--- config.mk ---
export PLATFORM = sky130hd
export DESIGN_NAME = prio_enc_queue_flat
export DESIGN_NICKNAME = d
export VERILOG_FILES = /design/src/rtl/prio_enc_queue_if.sv /design/src/rtl/prio_enc_queue.sv /design/src/flat_wrapper.sv
export SDC_FILE = /design/constraint.sdc
export NUM_CORES = 1
export LEC_CHECK = 0
export BUFFER_PORTS_ARGS = -buffer_cell sky130_fd_sc_hd__buf_2
export CAP_MARGIN = 20
export CORE_UTILIZATION = 46
export DETAILED_ROUTE_END_ITERATION = 12
export GPL_ROUTABILITY_DRIVEN = 0
export PLACE_DENSITY_LB_ADDON = 0.3
export SYNTH_ARGS = -nofsm -noshare
export SYNTH_HDL_FRONTEND = slang
export SYNTH_SLANG_ARGS = --single-unit
--- constraint.sdc ---
create_clock -name clk -period 2.4 [get_ports clk]
set_input_delay 0.12 -clock clk [delete_from_list [all_inputs] [get_ports clk]]
set_output_delay 0.12 -clock clk [all_outputs]
set_load 0.005 [all_outputs]
--- src/rtl/prio_enc_queue_if.sv ---
// prio_enc_queue_if: request/grant bundle for prio_enc_queue.
//   req, mask  : request lines and per-line selection disable (source side)
//   out_valid, out_idx, out_ready : winner index handshake
//   pend       : pending register, exposed for software visibility
//   ovf, ovf_clr : sticky overflow flag and its synchronous clear
// master = the encoder, slave = the surrounding sources/consumer.
interface prio_enc_queue_if #(
    parameter int N = 8,
    parameter int W = $clog2(N)
);
    logic [N-1:0] req;
    logic [N-1:0] mask;
    logic         out_valid;
    logic [W-1:0] out_idx;
    logic         out_ready;
    logic [N-1:0] pend;
    logic         ovf;
    logic         ovf_clr;

    modport master (
        input  req, mask, out_ready, ovf_clr,
        output out_valid, out_idx, pend, ovf
    );

    modport slave (
        output req, mask, out_ready, ovf_clr,
        input  out_valid, out_idx, pend, ovf
    );
endinterface

--- src/rtl/prio_enc_queue.sv ---
// prio_enc_queue: registered priority encoder with sticky pending requests.
// Requests are captured into a pending register; the winning eligible line
// is presented as an encoded index on a valid/ready port and its pending
// bit is cleared when the index is accepted.
//   clk : rising-edge clock
//   rst : asynchronous, active-high reset (acts as a flush)
//   bus : prio_enc_queue_if.master (req, mask, out_valid, out_idx,
//         out_ready, pend, ovf, ovf_clr)
// Parameters: N request lines, W index width, RR = 0 fixed priority
// (highest index wins), RR = 1 round-robin.
module prio_enc_queue #(
    parameter int N  = 8,
    parameter int W  = $clog2(N),
    parameter int RR = 0
) (
    input  logic             clk,
    input  logic             rst,
    prio_enc_queue_if.master bus
);
    localparam logic [W-1:0] LAST = W'(N - 1);

    logic [N-1:0] pend_q;
    logic [N-1:0] clr;
    logic [N-1:0] pend_next;
    logic [N-1:0] elig;
    logic         valid_q;
    logic [W-1:0] idx_q;
    logic [W-1:0] ptr_q;
    logic [W-1:0] ptr_next;
    logic [W-1:0] scan_start;
    logic [W-1:0] win;
    logic         ovf_q;
    logic         xfer;
    logic         load;
    logic         ovf_set;

    assign xfer = valid_q & bus.out_ready;
    // The output register only reloads when empty or when the consumer
    // takes the current index, so a held index is never overtaken.
    assign load = ~valid_q | xfer;

    always_comb begin
        clr = '0;
        if (xfer) begin
            clr[idx_q] = 1'b1;
        end
    end

    // A request on the line being cleared re-sets it.
    assign pend_next = (pend_q & ~clr) | bus.req;
    assign elig      = pend_next & ~bus.mask;
    assign ovf_set   = |(bus.req & pend_q & ~clr);

    always_comb begin
        ptr_next = ptr_q;
        if (xfer) begin
            ptr_next = (idx_q == '0) ? LAST : idx_q - 1'b1;
        end
    end

    // Both modes are a descending wrap-around scan; fixed priority simply
    // always starts at the top line. Round-robin starts from the pointer as
    // updated by this edge's transfer so back-to-back grants rotate.
    assign scan_start = (RR != 0) ? ptr_next : LAST;

    always_comb begin
        int unsigned s;
        int unsigned j;
        logic        found;
        win   = '0;
        found = 1'b0;
        s     = 32'(scan_start);
        j     = 0;
        for (int unsigned k = 0; k < N; k++) begin
            if (k <= s) begin
                j = s - k;
            end else begin
                j = s + N - k;
            end
            if (!found && elig[W'(j)]) begin
                win   = W'(j);
                found = 1'b1;
            end
        end
    end

    always_ff @(posedge clk or posedge rst) begin
        if (rst) begin
            pend_q  <= '0;
            valid_q <= 1'b0;
            idx_q   <= '0;
            ovf_q   <= 1'b0;
            ptr_q   <= LAST;
        end else begin
            pend_q <= pend_next;
            ptr_q  <= ptr_next;
            if (load) begin
                valid_q <= |elig;
                idx_q   <= win;
            end
            if (ovf_set) begin
                ovf_q <= 1'b1;
            end else if (bus.ovf_clr) begin
                ovf_q <= 1'b0;
            end
        end
    end

    assign bus.out_valid = valid_q;
    assign bus.out_idx   = idx_q;
    assign bus.pend      = pend_q;
    assign bus.ovf       = ovf_q;
endmodule

--- src/flat_wrapper.sv ---
// flat-port wrapper written by rule: the top's interface ports become plain ports
module prio_enc_queue_flat 
#(
    parameter int N  = 8,
    parameter int W  = $clog2(N),
    parameter int RR = 0
)
  (clk, rst, bus_req, bus_mask, bus_out_ready, bus_ovf_clr, bus_out_valid, bus_out_idx, bus_pend, bus_ovf);
  prio_enc_queue_if #(.N(N), .W(W)) bus_i ();
  input  logic clk;
  input  logic rst;
  input wire logic [$bits(bus_i.req)-1:0] bus_req;
  input wire logic [$bits(bus_i.mask)-1:0] bus_mask;
  input wire logic [$bits(bus_i.out_ready)-1:0] bus_out_ready;
  input wire logic [$bits(bus_i.ovf_clr)-1:0] bus_ovf_clr;
  output wire logic [$bits(bus_i.out_valid)-1:0] bus_out_valid;
  output wire logic [$bits(bus_i.out_idx)-1:0] bus_out_idx;
  output wire logic [$bits(bus_i.pend)-1:0] bus_pend;
  output wire logic [$bits(bus_i.ovf)-1:0] bus_ovf;
  assign bus_i.req = bus_req;
  assign bus_i.mask = bus_mask;
  assign bus_i.out_ready = bus_out_ready;
  assign bus_i.ovf_clr = bus_ovf_clr;
  assign bus_out_valid = bus_i.out_valid;
  assign bus_out_idx = bus_i.out_idx;
  assign bus_pend = bus_i.pend;
  assign bus_ovf = bus_i.ovf;
  prio_enc_queue #(.N(N), .W(W), .RR(RR)) u_core (.clk(clk), .rst(rst), .bus(bus_i));
endmodule
==> impl_metrics.yaml <==
power:
  p_int_uw: 355.0
  clkPwrFrac_pct: 27.8
  peakVddDrop_mv: 0.3863
  p_leak_uw: 0.0004119
  powerDensity_nw_per_um2: 517.6
  switchingPower_uw: 159.2
  p_seq_share_pct: 48.3
  p_sw_share_pct: 30.95
  comb_power_share_pct: 23.9
timing:
  rsz0062_at_grt: "no"
  setup_slack_ps: 392.3
  min_period_over_period_pct: 83.65
  setup_viol_count_final: 0
  hold_viol_final: 0
  slew_violations: 0
  worst_pin_slew_ps: 507.7
  post-route-min-period_ps: 2008
  clock.fmax_mhz: 498.1
  maxSlewHeadroom_pct: 66.12
  skew_ps: 7.336
  fin_tns_setup_ps: 0
grt:
  grt_pass1_wl_um: 2849
  grt_max_degree: 14
  antenna_found_initial: 0
  overflow: 0
  grt_pass1_vias: 661
  grtUsageTotal_pct: 21.25
clocking:
  ctsResizeCount: 0
  clk_latency_ps: 280
  postCtsSetupBuffers: 0
  cts_buffers: 3
  cts_max_level: 1
  root_buffer: "clkbuf_4"
  clkSinkCount: 13
  cts.clk_slew.worst_paths_ps: 90
  cts.path.max_buffers: 2
  cts_tree: "done"
detailed_routing:
  drc_errors: 0
  avgViaCountPerCell: 5.758
  drtPass1Iterations: 4
  via_count: 760
  ant_nets: 0
  drt_wl_total_um: 1790
  drt-wirelength-per-cell_um: 13.56
  first_iter_violations: 23
placed_design:
  post-place-ws_ps: 413.1
  place_hpwl_um: 1439
  portBuffers: 32
hold_path:
  hold_path.class: "primary input to flip-flop"
setup_path:
  r2r-start: "u_core.bus.out_idx[2]"
  worstPathRequired_ps: 2610
  cp_max_fo: 7
  crit_slowest_cell: "or4_4"
  ff2ff_setup_slack_ps: 390
  path_cells: "nand2_1 > o31ai_1 > nand2_1 > or4_4 > a41oi_2"
  end_kind: "flip-flop"
  cp_slowest_stage_delay_ps: 550
  r2r_cells: 5
  r2r_end: "u_core.bus.out_idx[0]"
  crit_start: "u_core.bus.out_idx[2]"
  arrival_ps: 2220
  startpoint_type: "flip-flop"
  critical_path_class: "flip-flop to flip-flop"
  crit_path_frequent_cell: "nand2_1"
  worstSetupEndpoint: "u_core.bus.out_idx[0]"
die:
  die_w_um: 43.10
  rows: 14
  start_util_pct: 50.41
  dieArea_um2: 1858
  ios: 33
  fp.coreArea_um2: 1541
  die_h_um: 43.10
logic_synthesis:
  ys_types: 23
  synth_async_sr_flop_share_pct: 100.0
  synth_top_area_share_pct: 41.87
  synthesis.nets: 99
  ys_seq_area_share_pct: 41.87
  synth-seq-cells: 13
  synth_edf_count: 0
  synthesis.area_um2: 777.0
  ys_warn_count: 0
  syn_avg_cell_area_um2: 9.835
  yosys.area.top_type: "dfrtp_1"
  synthCells: 79
  yosys-top-cells-area: "dfrtp_1, o21ba_2, o31ai_1"
  synth-main-ff-cell: "dfrtp_1"
run_status:
  status: "finished clean"
finish:
  multi_input_area_um2: 425.4
  seq_area_um2: 325.3
  fillerInstances: 135
  drive_gt1_share_pct: 39.66
  insertedDiodeCount: 0
  areaGrowthSynthToFinish_pct: 27.86
  final_nets: 137
flow_run:
  maxCapViolations: 0
-- cell usage after synthesis (all sizes together) (2+ instances only) --
master,count
nand2b,7
inv,7
o21ai,6
o31a,2
o21ba,6
nor2,5
o211ai,4
o31ai,6
nand2,8
o221ai,2
dfrtp,13
o2111ai,2
-- flip-flops by register name (all words and copies together), names as in the netlist --
| signal | count |
|---|---|
| u_core.bus.pend | 8 |
| u_core.bus.out_idx | 3 |
| u_core.bus.out_valid | 1 |
| u_core.bus.ovf | 1 |
-- metal layers --
metal  up-vias  part of all wire [%]  track usage, %
li1        371                     -               -
met1       363                    45           27.81
met2        24                    48           31.94
met3         2                   6.0           4.255
met4         0                   1.0           12.73
met5         -                     0               0
-- worst min path at each step --
stage / slack [ps] / end / cells after the start / startpoint
finish: 30 / u_core.bus.pend[1] / 3 / bus_req[1]
global placement: 170 / u_core.bus.pend[4] / 2 / rst
detailed placement: 180 / u_core.bus.pend[2] / 2 / rst
floorplan: -3 / u_core.bus.out_idx[0] / 1 / rst
CTS: 30 / u_core.bus.pend[1] / 3 / bus_req[1]
global route: 30 / u_core.bus.pend[1] / 3 / bus_req[1]
-- power by group through the flow --
stage          clock (uW)  combinational (uW)  sequential [uW]
4_1_cts               142                 124              248
5_1_grt               154                 137              251
2_1_floorplan           0                74.2              251
6_report              143                 123              248
3_3_place_gp            0                 120              251
3_5_place_dp            0                 122              252
-- critical path, delay by kind of cell (launching register included) --
family / cells / cell delay [ps]
flops: 1 / 470
compound gates: 2 / 630
simple gates: 3 / 840
-- timing repair --
item	CTS	global route
endpoints found under the setup margin	0	0
hold endpoints to repair	13	0
hold buffers	1	0
-- cells by family (layout without fill, tap and decap cells) --
logic type,after synthesis,after routing,synth area share (%)
flip-flops,13,13,41.87
AND/OR/NAND/NOR,25,25,19.81
buffers and inverters,7,44,3.382
AO/OA/AOI/OAI,34,34,34.95
-- stage by stage --
stage	utilization (%)	hold slack, ps	cell area, um2	instances	power, uW
after detailed placement	62.09	179.7	957.2	127	374.6
final	64.45	34.62	993.5	132	514.2
after global placement	62.09	168.7	957.2	127	371.4
after global routing	64.45	31.14	993.5	132	541.4
after CTS	64.45	33.75	993.5	132	513.7
after floorplan	-	-3.041	777.0	79	325.3
-- final cells by class --
cell class,instances,share of cell area (%)
clock buffers,4,2.645
inverters,7,2.645
multi-input cells,59,42.82
flip-flops and latches,13,32.75
well taps,16,2.015
repair buffers,33,17.13
-- layout by cell type, fill, tap and decap left out, drive strengths merged, types with 2 or more instances in the layout --
| cell | n |
|---|---|
| buf | 32 |
| dfrtp | 13 |
| nand2 | 8 |
| nand2b | 7 |
| inv | 7 |
| o21ba | 6 |
| o31ai | 6 |
| o21ai | 6 |
| nor2 | 5 |
| o211ai | 4 |
| clkbuf | 4 |
| o31a | 2 |
| o2111ai | 2 |
| o221ai | 2 |
Note: power is estimated with default switching activity, not from simulation.
